$ cat src/rtl/mem_access_pkg.sv
// rtl/mem_access_pkg.sv - shared encodings, state type and defaults for the load/store controller
package mem_access_pkg;

  localparam int TIMEOUT_CYCLES_DEFAULT = 16;
  localparam int ADDR_WIDTH_DEFAULT     = 10;

  localparam logic [1:0] SIZE_BYTE = 2'b00;
  localparam logic [1:0] SIZE_HALF = 2'b01;
  localparam logic [1:0] SIZE_WORD = 2'b10;

  typedef enum logic [2:0] {
    ST_IDLE     = 3'd0,
    ST_RD_ISSUE = 3'd1,
    ST_RD_WAIT  = 3'd2,
    ST_WR_ISSUE = 3'd3,
    ST_WR_WAIT  = 3'd4,
    ST_RESP     = 3'd5
  } state_e;

  // Illegal size or an address not aligned to the access size.
  function automatic logic req_error(input logic [1:0] size, input logic [1:0] offset);
    logic err;
    case (size)
      SIZE_BYTE: err = 1'b0;
      SIZE_HALF: err = offset[0];
      SIZE_WORD: err = (offset != 2'b00);
      default:   err = 1'b1;
    endcase
    return err;
  endfunction

endpackage

$ cat src/rtl/mem_access_ctrl_if.sv
// rtl/mem_access_ctrl_if.sv - core request/response and memory handshake bundle
interface mem_access_ctrl_if #(
  parameter int ADDR_WIDTH = 10
) ();

  logic                  req_valid;
  logic                  req_ready;
  logic                  req_we;
  logic [1:0]            req_size;
  logic                  req_signed;
  logic [ADDR_WIDTH-1:0] req_addr;
  logic [31:0]           req_wdata;

  logic                  resp_valid;
  logic                  resp_err;
  logic [31:0]           resp_rdata;

  logic                  mem_read;
  logic                  mem_write;
  logic [ADDR_WIDTH-1:0] mem_read_addr;
  logic [ADDR_WIDTH-1:0] mem_write_addr;
  logic [31:0]           mem_wr_data;
  logic [31:0]           mem_rd_data;
  logic                  mem_wr_done;
  logic                  mem_rd_done;

  // Controller view: serves the core, masters the memory.
  modport master (
    input  req_valid, req_we, req_size, req_signed, req_addr, req_wdata,
    input  mem_rd_data, mem_wr_done, mem_rd_done,
    output req_ready, resp_valid, resp_err, resp_rdata,
    output mem_read, mem_write, mem_read_addr, mem_write_addr, mem_wr_data
  );

  // Environment view: core issuing requests plus the memory block.
  modport slave (
    output req_valid, req_we, req_size, req_signed, req_addr, req_wdata,
    output mem_rd_data, mem_wr_done, mem_rd_done,
    input  req_ready, resp_valid, resp_err, resp_rdata,
    input  mem_read, mem_write, mem_read_addr, mem_write_addr, mem_wr_data
  );

endinterface

$ cat src/rtl/mem_lane_mux.sv
// rtl/mem_lane_mux.sv - big-endian lane extraction with extension, and sub-word store merge
module mem_lane_mux
  import mem_access_pkg::*;
(
  input  logic [31:0] rd_word,
  input  logic [1:0]  offset,
  input  logic [1:0]  size,
  input  logic        is_signed,
  input  logic [31:0] st_data,
  output logic [31:0] ld_data,
  output logic [31:0] merged_word
);

  logic [7:0]  byte_v;
  logic [15:0] half_v;

  // Lowest address lives in the most significant lane.
  always_comb begin
    byte_v = rd_word[31:24];
    case (offset)
      2'd0:    byte_v = rd_word[31:24];
      2'd1:    byte_v = rd_word[23:16];
      2'd2:    byte_v = rd_word[15:8];
      default: byte_v = rd_word[7:0];
    endcase
    half_v = offset[1] ? rd_word[15:0] : rd_word[31:16];

    ld_data = rd_word;
    case (size)
      SIZE_BYTE: ld_data = {{24{is_signed & byte_v[7]}}, byte_v};
      SIZE_HALF: ld_data = {{16{is_signed & half_v[15]}}, half_v};
      default:   ld_data = rd_word;
    endcase
  end

  // Replace only the addressed lanes of the word just read.
  always_comb begin
    merged_word = rd_word;
    case (size)
      SIZE_BYTE: begin
        case (offset)
          2'd0:    merged_word[31:24] = st_data[7:0];
          2'd1:    merged_word[23:16] = st_data[7:0];
          2'd2:    merged_word[15:8]  = st_data[7:0];
          default: merged_word[7:0]   = st_data[7:0];
        endcase
      end
      SIZE_HALF: begin
        if (offset[1]) merged_word[15:0]  = st_data[15:0];
        else           merged_word[31:16] = st_data[15:0];
      end
      default: merged_word = st_data;
    endcase
  end

endmodule

$ cat src/rtl/mem_access_ctrl.sv
// rtl/mem_access_ctrl.sv - load/store controller top; MEM_ACCESS_TIMEOUT_EN enables the done timeout
module mem_access_ctrl
  import mem_access_pkg::*;
#(
  parameter int TIMEOUT_CYCLES = TIMEOUT_CYCLES_DEFAULT,
  parameter int ADDR_WIDTH     = ADDR_WIDTH_DEFAULT
) (
  input logic               clk,
  input logic               rst_n,
  mem_access_ctrl_if.master bus
);

  localparam logic [2:0] IDLE     = ST_IDLE;
  localparam logic [2:0] RD_ISSUE = ST_RD_ISSUE;
  localparam logic [2:0] RD_WAIT  = ST_RD_WAIT;
  localparam logic [2:0] WR_ISSUE = ST_WR_ISSUE;
  localparam logic [2:0] WR_WAIT  = ST_WR_WAIT;
  localparam logic [2:0] RESP     = ST_RESP;

  logic [2:0]            state_q, state_d;
  logic [ADDR_WIDTH-1:0] addr_q, addr_d;
  logic [1:0]            size_q, size_d;
  logic                  we_q, we_d;
  logic                  signed_q, signed_d;
  logic [31:0]           wdata_q, wdata_d;
  logic [31:0]           wr_data_q, wr_data_d;
  logic [31:0]           resp_rdata_q, resp_rdata_d;
  logic                  resp_err_q, resp_err_d;

  logic [31:0]           ld_data;
  logic [31:0]           merged_word;
  logic [ADDR_WIDTH-1:0] word_addr;

`ifdef MEM_ACCESS_TIMEOUT_EN
  localparam int CNT_W = $clog2(TIMEOUT_CYCLES + 1);
  localparam logic [CNT_W-1:0] CNT_LAST = CNT_W'(TIMEOUT_CYCLES - 1);
  logic [CNT_W-1:0] wait_cnt_q, wait_cnt_d;
  logic             timeout;
  assign timeout = (wait_cnt_q == CNT_LAST);
`endif

  mem_lane_mux u_lane_mux (
    .rd_word     (bus.mem_rd_data),
    .offset      (addr_q[1:0]),
    .size        (size_q),
    .is_signed   (signed_q),
    .st_data     (wdata_q),
    .ld_data     (ld_data),
    .merged_word (merged_word)
  );

  assign word_addr          = {addr_q[ADDR_WIDTH-1:2], 2'b00};
  assign bus.req_ready      = (state_q == IDLE);
  assign bus.resp_valid     = (state_q == RESP);
  assign bus.resp_err       = resp_err_q;
  assign bus.resp_rdata     = resp_rdata_q;
  assign bus.mem_read       = (state_q == RD_ISSUE);
  assign bus.mem_write      = (state_q == WR_ISSUE);
  assign bus.mem_read_addr  = word_addr;
  assign bus.mem_write_addr = word_addr;
  assign bus.mem_wr_data    = wr_data_q;

  // Sequence accept, read, optional merge/write and the one-cycle response.
  always_comb begin
    state_d      = state_q;
    addr_d       = addr_q;
    size_d       = size_q;
    we_d         = we_q;
    signed_d     = signed_q;
    wdata_d      = wdata_q;
    wr_data_d    = wr_data_q;
    resp_rdata_d = resp_rdata_q;
    resp_err_d   = resp_err_q;
`ifdef MEM_ACCESS_TIMEOUT_EN
    wait_cnt_d   = wait_cnt_q;
`endif
    case (state_q)
      IDLE: begin
        if (bus.req_valid) begin
          addr_d    = bus.req_addr;
          size_d    = bus.req_size;
          we_d      = bus.req_we;
          signed_d  = bus.req_signed;
          wdata_d   = bus.req_wdata;
          wr_data_d = bus.req_wdata;
          if (req_error(bus.req_size, bus.req_addr[1:0])) begin
            resp_err_d   = 1'b1;
            resp_rdata_d = 32'h0;
            state_d      = RESP;
          end else if (bus.req_we && (bus.req_size == SIZE_WORD)) begin
            state_d = WR_ISSUE;
          end else begin
            state_d = RD_ISSUE;
          end
        end
      end
      RD_ISSUE: begin
        state_d = RD_WAIT;
`ifdef MEM_ACCESS_TIMEOUT_EN
        wait_cnt_d = '0;
`endif
      end
      RD_WAIT: begin
        if (bus.mem_rd_done) begin
          if (we_q) begin
            wr_data_d = merged_word;
            state_d   = WR_ISSUE;
          end else begin
            resp_rdata_d = ld_data;
            resp_err_d   = 1'b0;
            state_d      = RESP;
          end
        end
`ifdef MEM_ACCESS_TIMEOUT_EN
        else if (timeout) begin
          resp_rdata_d = 32'h0;
          resp_err_d   = 1'b1;
          state_d      = RESP;
        end else begin
          wait_cnt_d = wait_cnt_q + 1'b1;
        end
`endif
      end
      WR_ISSUE: begin
        state_d = WR_WAIT;
`ifdef MEM_ACCESS_TIMEOUT_EN
        wait_cnt_d = '0;
`endif
      end
      WR_WAIT: begin
        if (bus.mem_wr_done) begin
          resp_rdata_d = 32'h0;
          resp_err_d   = 1'b0;
          state_d      = RESP;
        end
`ifdef MEM_ACCESS_TIMEOUT_EN
        else if (timeout) begin
          resp_rdata_d = 32'h0;
          resp_err_d   = 1'b1;
          state_d      = RESP;
        end else begin
          wait_cnt_d = wait_cnt_q + 1'b1;
        end
`endif
      end
      RESP:    state_d = IDLE;
      default: state_d = IDLE;
    endcase
  end

  // State and captured request/response registers; reset aborts any transfer.
  always_ff @(posedge clk or negedge rst_n) begin
    if (!rst_n) begin
      state_q      <= IDLE;
      addr_q       <= '0;
      size_q       <= 2'b00;
      we_q         <= 1'b0;
      signed_q     <= 1'b0;
      wdata_q      <= 32'h0;
      wr_data_q    <= 32'h0;
      resp_rdata_q <= 32'h0;
      resp_err_q   <= 1'b0;
    end else begin
      state_q      <= state_d;
      addr_q       <= addr_d;
      size_q       <= size_d;
      we_q         <= we_d;
      signed_q     <= signed_d;
      wdata_q      <= wdata_d;
      wr_data_q    <= wr_data_d;
      resp_rdata_q <= resp_rdata_d;
      resp_err_q   <= resp_err_d;
    end
  end

`ifdef MEM_ACCESS_TIMEOUT_EN
  // Cycles spent waiting for the current done pulse.
  always_ff @(posedge clk or negedge rst_n) begin
    if (!rst_n) wait_cnt_q <= '0;
    else        wait_cnt_q <= wait_cnt_d;
  end
`endif

endmodule

$ cat src/flat_wrapper.sv
// flat-port wrapper written by rule: the top's interface ports become plain ports
module mem_access_ctrl_flat import mem_access_pkg::*;
#(
  parameter int TIMEOUT_CYCLES = TIMEOUT_CYCLES_DEFAULT,
  parameter int ADDR_WIDTH     = ADDR_WIDTH_DEFAULT
)
  (clk, rst_n, bus_req_valid, bus_req_we, bus_req_size, bus_req_signed, bus_req_addr, bus_req_wdata, bus_mem_rd_data, bus_mem_wr_done, bus_mem_rd_done, bus_req_ready, bus_resp_valid, bus_resp_err, bus_resp_rdata, bus_mem_read, bus_mem_write, bus_mem_read_addr, bus_mem_write_addr, bus_mem_wr_data);
  mem_access_ctrl_if #(.ADDR_WIDTH(ADDR_WIDTH)) bus_i ();
  input logic clk;
  input logic rst_n;
  input wire logic [$bits(bus_i.req_valid)-1:0] bus_req_valid;
  input wire logic [$bits(bus_i.req_we)-1:0] bus_req_we;
  input wire logic [$bits(bus_i.req_size)-1:0] bus_req_size;
  input wire logic [$bits(bus_i.req_signed)-1:0] bus_req_signed;
  input wire logic [$bits(bus_i.req_addr)-1:0] bus_req_addr;
  input wire logic [$bits(bus_i.req_wdata)-1:0] bus_req_wdata;
  input wire logic [$bits(bus_i.mem_rd_data)-1:0] bus_mem_rd_data;
  input wire logic [$bits(bus_i.mem_wr_done)-1:0] bus_mem_wr_done;
  input wire logic [$bits(bus_i.mem_rd_done)-1:0] bus_mem_rd_done;
  output wire logic [$bits(bus_i.req_ready)-1:0] bus_req_ready;
  output wire logic [$bits(bus_i.resp_valid)-1:0] bus_resp_valid;
  output wire logic [$bits(bus_i.resp_err)-1:0] bus_resp_err;
  output wire logic [$bits(bus_i.resp_rdata)-1:0] bus_resp_rdata;
  output wire logic [$bits(bus_i.mem_read)-1:0] bus_mem_read;
  output wire logic [$bits(bus_i.mem_write)-1:0] bus_mem_write;
  output wire logic [$bits(bus_i.mem_read_addr)-1:0] bus_mem_read_addr;
  output wire logic [$bits(bus_i.mem_write_addr)-1:0] bus_mem_write_addr;
  output wire logic [$bits(bus_i.mem_wr_data)-1:0] bus_mem_wr_data;
  assign bus_i.req_valid = bus_req_valid;
  assign bus_i.req_we = bus_req_we;
  assign bus_i.req_size = bus_req_size;
  assign bus_i.req_signed = bus_req_signed;
  assign bus_i.req_addr = bus_req_addr;
  assign bus_i.req_wdata = bus_req_wdata;
  assign bus_i.mem_rd_data = bus_mem_rd_data;
  assign bus_i.mem_wr_done = bus_mem_wr_done;
  assign bus_i.mem_rd_done = bus_mem_rd_done;
  assign bus_req_ready = bus_i.req_ready;
  assign bus_resp_valid = bus_i.resp_valid;
  assign bus_resp_err = bus_i.resp_err;
  assign bus_resp_rdata = bus_i.resp_rdata;
  assign bus_mem_read = bus_i.mem_read;
  assign bus_mem_write = bus_i.mem_write;
  assign bus_mem_read_addr = bus_i.mem_read_addr;
  assign bus_mem_write_addr = bus_i.mem_write_addr;
  assign bus_mem_wr_data = bus_i.mem_wr_data;
  mem_access_ctrl #(.TIMEOUT_CYCLES(TIMEOUT_CYCLES), .ADDR_WIDTH(ADDR_WIDTH)) u_core (.clk(clk), .rst_n(rst_n), .bus(bus_i));
endmodule
$ cat config.mk
export PLATFORM = sky130hd
export DESIGN_NAME = mem_access_ctrl_flat
export DESIGN_NICKNAME = d
export VERILOG_FILES = /design/src/rtl/mem_access_pkg.sv /design/src/rtl/mem_access_ctrl_if.sv /design/src/rtl/mem_lane_mux.sv /design/src/rtl/mem_access_ctrl.sv /design/src/flat_wrapper.sv
export SDC_FILE = /design/constraint.sdc
export NUM_CORES = 1
export LEC_CHECK = 0
export CORE_ASPECT_RATIO = 0.75
export CORE_MARGIN = 10
export CORE_UTILIZATION = 50
export DETAILED_ROUTE_END_ITERATION = 10
export GPL_TIMING_DRIVEN = 0
export PLACE_DENSITY = 0.91
export SLEW_MARGIN = 20
export SYNTH_ARGS = -nofsm -noshare
export SYNTH_HDL_FRONTEND = slang
export SYNTH_SLANG_ARGS = --single-unit
$ cat constraint.sdc
create_clock -name clk -period 5.5 [get_ports clk]
set_input_delay 1.1 -clock clk [delete_from_list [all_inputs] [get_ports clk]]
set_output_delay 1.1 -clock clk [all_outputs]
set_load 0.03 [all_outputs]
==> run metrics <==
NumNets Final 885; Clock Tree Root clkbuf_16; CTS Hold Buffers Added 0; fin crit share 58.9%; power per cell area 667 nW/um^2; sequential share of power 26.8%; Initial Util 50.7%; Worst setup EP type output pin; fin crit period 3.24 ns; # resized after CTS 0; r2r setup slk 2.85 ns; layout cells sized above 1 17.3%; antenna viol nets, final 0; post-synth top area cell dfrtp_1; Inserted Clock Buffers 17; die area 17300 sq um; Initial DRC Count 682; RSZ-0062 raised after global routing no; Fin. Hold Viols 0; sequential share of the synthesized area 46.1%; Placer Congestion 0.937; relative slew slack 45.3%; P_sw 0.00253 W; crit path kind register to output pin; most common cell after layout, fill and taps aside clkdlybuf4s50_1; FFs w/ async S/R, synth 100%; Distinct cells, synth 49; Synth Flop Type dfrtp_1; post-synth top area share 46.1%; per-cell routed wire length 24.5 um; reg2reg path depth 7; Least-Margin Pin Slew 0.818 ns; CP max stage cell clkdlybuf4s50_1; Cell Area, Synth 6190 sq um; Design Area, Final 8780 sq um; worst IR drop on VDD 0.427 mV; CP Max Fanout 10; via count 6044; reg2reg end u_core.bus.mem_wr_data[6]; # rows 35; worst-path cell chain buf_1 > nor3_1 > clkdlybuf4s50_1; Core ar. 12200 sq um; vias in the first global route 6297; min-delay src u_core.bus.mem_wr_data[1]; WP data arrival 2.14 ns; TNS Setup 0 ns; Post-Layout Cell Count 981; CP peak stage delay 0.75 ns; outcome finished clean; Peak Freq 0.309 GHz; dpl cells 949; clk slew on worst S/H paths 0.06 ns; clock sink count 114; # fillers 855; hold endpoint u_core.bus.mem_wr_data[1]; IO buf count 167; pins over their slew limit 0; setup repair bufs after CTS 0; Avg Inst Size Synth 10.1 sq um; Via density 6.16; most frequent cells in the layout 166 x clkdlybuf4s50_1, 114 x dfrtp_1, 65 x nand2_1; Die X-Extent 149 um; power share of the clock group 21.5%; crit start category register; HP Class register to register; Routed WL 24100 um; # H-tree levels 4; Clock Path Buffers 2; Leakage 3.66 nW; ranking of synthesized cells by area dfrtp_1 46%, mux2_2 11%, a221o_1 5.3%; die height 116 um; half-perimeter wire length after placement 17800 um; Critical R2R Launch u_core.state_q[2]; DP Area 8110 sq um; drt pass-1 iters 5; EDFF count, synth 0; Clock Latency Late Sink 0.42 ns; initial antenna violation count 0; grt total ovfl 0; Synth-to-Final Area Change 41.8%; clock tree from TritonCTS built; synth warn 0; Stages on worst setup path 3; synthesized instance count 612; DRC violations left 0; # diodes 0; Pint 0.00333 W; clock skew 0.00882 ns; combinational share of power 51.6%; CP top delay family buffers and inverters; #FFs+latches synth 114; Worst Path Required 4.40 ns; largest net degree at the start of global routing 63; total global-route track usage 27.8%; hold depth 1; CP bufs+invs 2; first-pass GRT wire length 36900 um; switching share of power 43.1%; max-cap violation count 0; I/O pin count 172; final setup violation count 0
## flip-flops by register name, summed over array words and instances (netlist names)
signal,count
u_core.size_q,2
u_core.state_q,3
u_core.we_q,1
u_core.signed_q,1
u_core.addr_q,10
u_core.bus.resp_err,1
u_core.bus.mem_wr_data,32
u_core.bus.resp_rdata,32
u_core.wdata_q,32
## through the flow
| stage | total power (W) | util, % | setup WS [ns] | hold slack (ns) |
|---|---|---|---|---|
| floorplan | 0.00336 | - | 2.99 | 0.481 |
| global placement | 0.00444 | 66.2 | -0.861 | 0.462 |
| detailed placement | 0.00454 | 66.4 | 2.01 | 0.469 |
| CTS | 0.00583 | 71.9 | 2.28 | 0.488 |
| global route | 0.00614 | 71.9 | 2.19 | 0.503 |
| finish | 0.00586 | 71.9 | 2.26 | 0.484 |
## cell usage after synthesis (2+ instances only)
cell / n
o21ai_1: 6
a22oi_1: 9
a21oi_1: 9
or3_1: 2
a221o_1: 33
o31ai_1: 9
a311oi_1: 8
a21o_1: 8
buf_4: 20
nor3b_2: 2
clkbuf_1: 31
nand3b_1: 2
nand3_1: 7
and2_1: 3
mux2i_1: 16
nor2_1: 53
a211o_1: 2
dfrtp_1: 114
nor2b_1: 2
o21ai_0: 38
a211oi_1: 2
nand2b_1: 4
mux2_2: 61
inv_1: 12
and3_1: 2
a221oi_1: 17
nand2_1: 65
buf_6: 3
a31oi_1: 2
nor3_1: 2
buf_1: 3
o211ai_1: 14
o22ai_1: 9
a22o_1: 12
buf_2: 16
## worst register-to-register path: cells and delay by family, from the launching register on
family | cells | cell delay (ns)
compound gates | 2 | 0.70
flops | 1 | 0.43
buf+inv | 2 | 0.72
simple gates | 3 | 0.74
## power by group through the flow
| stage | Sequential [W] | Clock [W] | Combinational, W |
|---|---|---|---|
| after floorplan | 0.00185 | 0 | 0.00151 |
| after global placement | 0.00153 | 0 | 0.00291 |
| after detailed placement | 0.00156 | 0 | 0.00298 |
| after CTS | 0.00156 | 0.00126 | 0.00301 |
| after global routing | 0.00161 | 0.00131 | 0.00322 |
| final | 0.00157 | 0.00126 | 0.00303 |
## logic make-up (layout without fill, tap and decap cells)
group | Yosys count | after routing | synth area share, %
muxes | 78 | 78 | 14.0
DFF | 114 | 114 | 46.1
xor gates and xnor gates | 1 | 1 | 0.141
and+or+nand+nor | 151 | 151 | 10.7
buffers and inverters | 85 | 285 | 7.05
other | 1 | 4 | 0.0605
AOI/OAI and AO/OA | 182 | 182 | 21.9
## cell type report
cell class	instances	area [sq um]	share of cell area, %
plain buffers	73	392	4.46
repair buffers	168	1700	19.4
multi-input cells	416	2920	33.2
clock buffers	20	467	5.31
clock inverters	12	204	2.32
inverters	12	45.0	0.513
well taps	166	208	2.36
flip-flops and latches	114	2850	32.5
## worst max-delay path by stage
stage                                  start                        end  slack, ns
after global placement                 rst_n           u_core.addr_q[5]      -0.86
after CTS                  u_core.state_q[2]              bus_req_ready       2.28
after global routing       u_core.state_q[0]               bus_mem_read       2.19
after detailed placement     bus_mem_rd_done  u_core.bus.mem_wr_data[6]       2.01
after floorplan           bus_mem_rd_data[7]  u_core.bus.resp_rdata[22]       2.99
final                      u_core.state_q[2]              bus_req_ready       2.26
## metal layers
layer  GRT usage [%]  part of all wire (%)
met1            35.8                    42
met2            43.9                    45
met3            9.33                    11
met4            7.91                   1.7
met5               0                     0
Note: power is estimated with default switching activity, not from simulation.
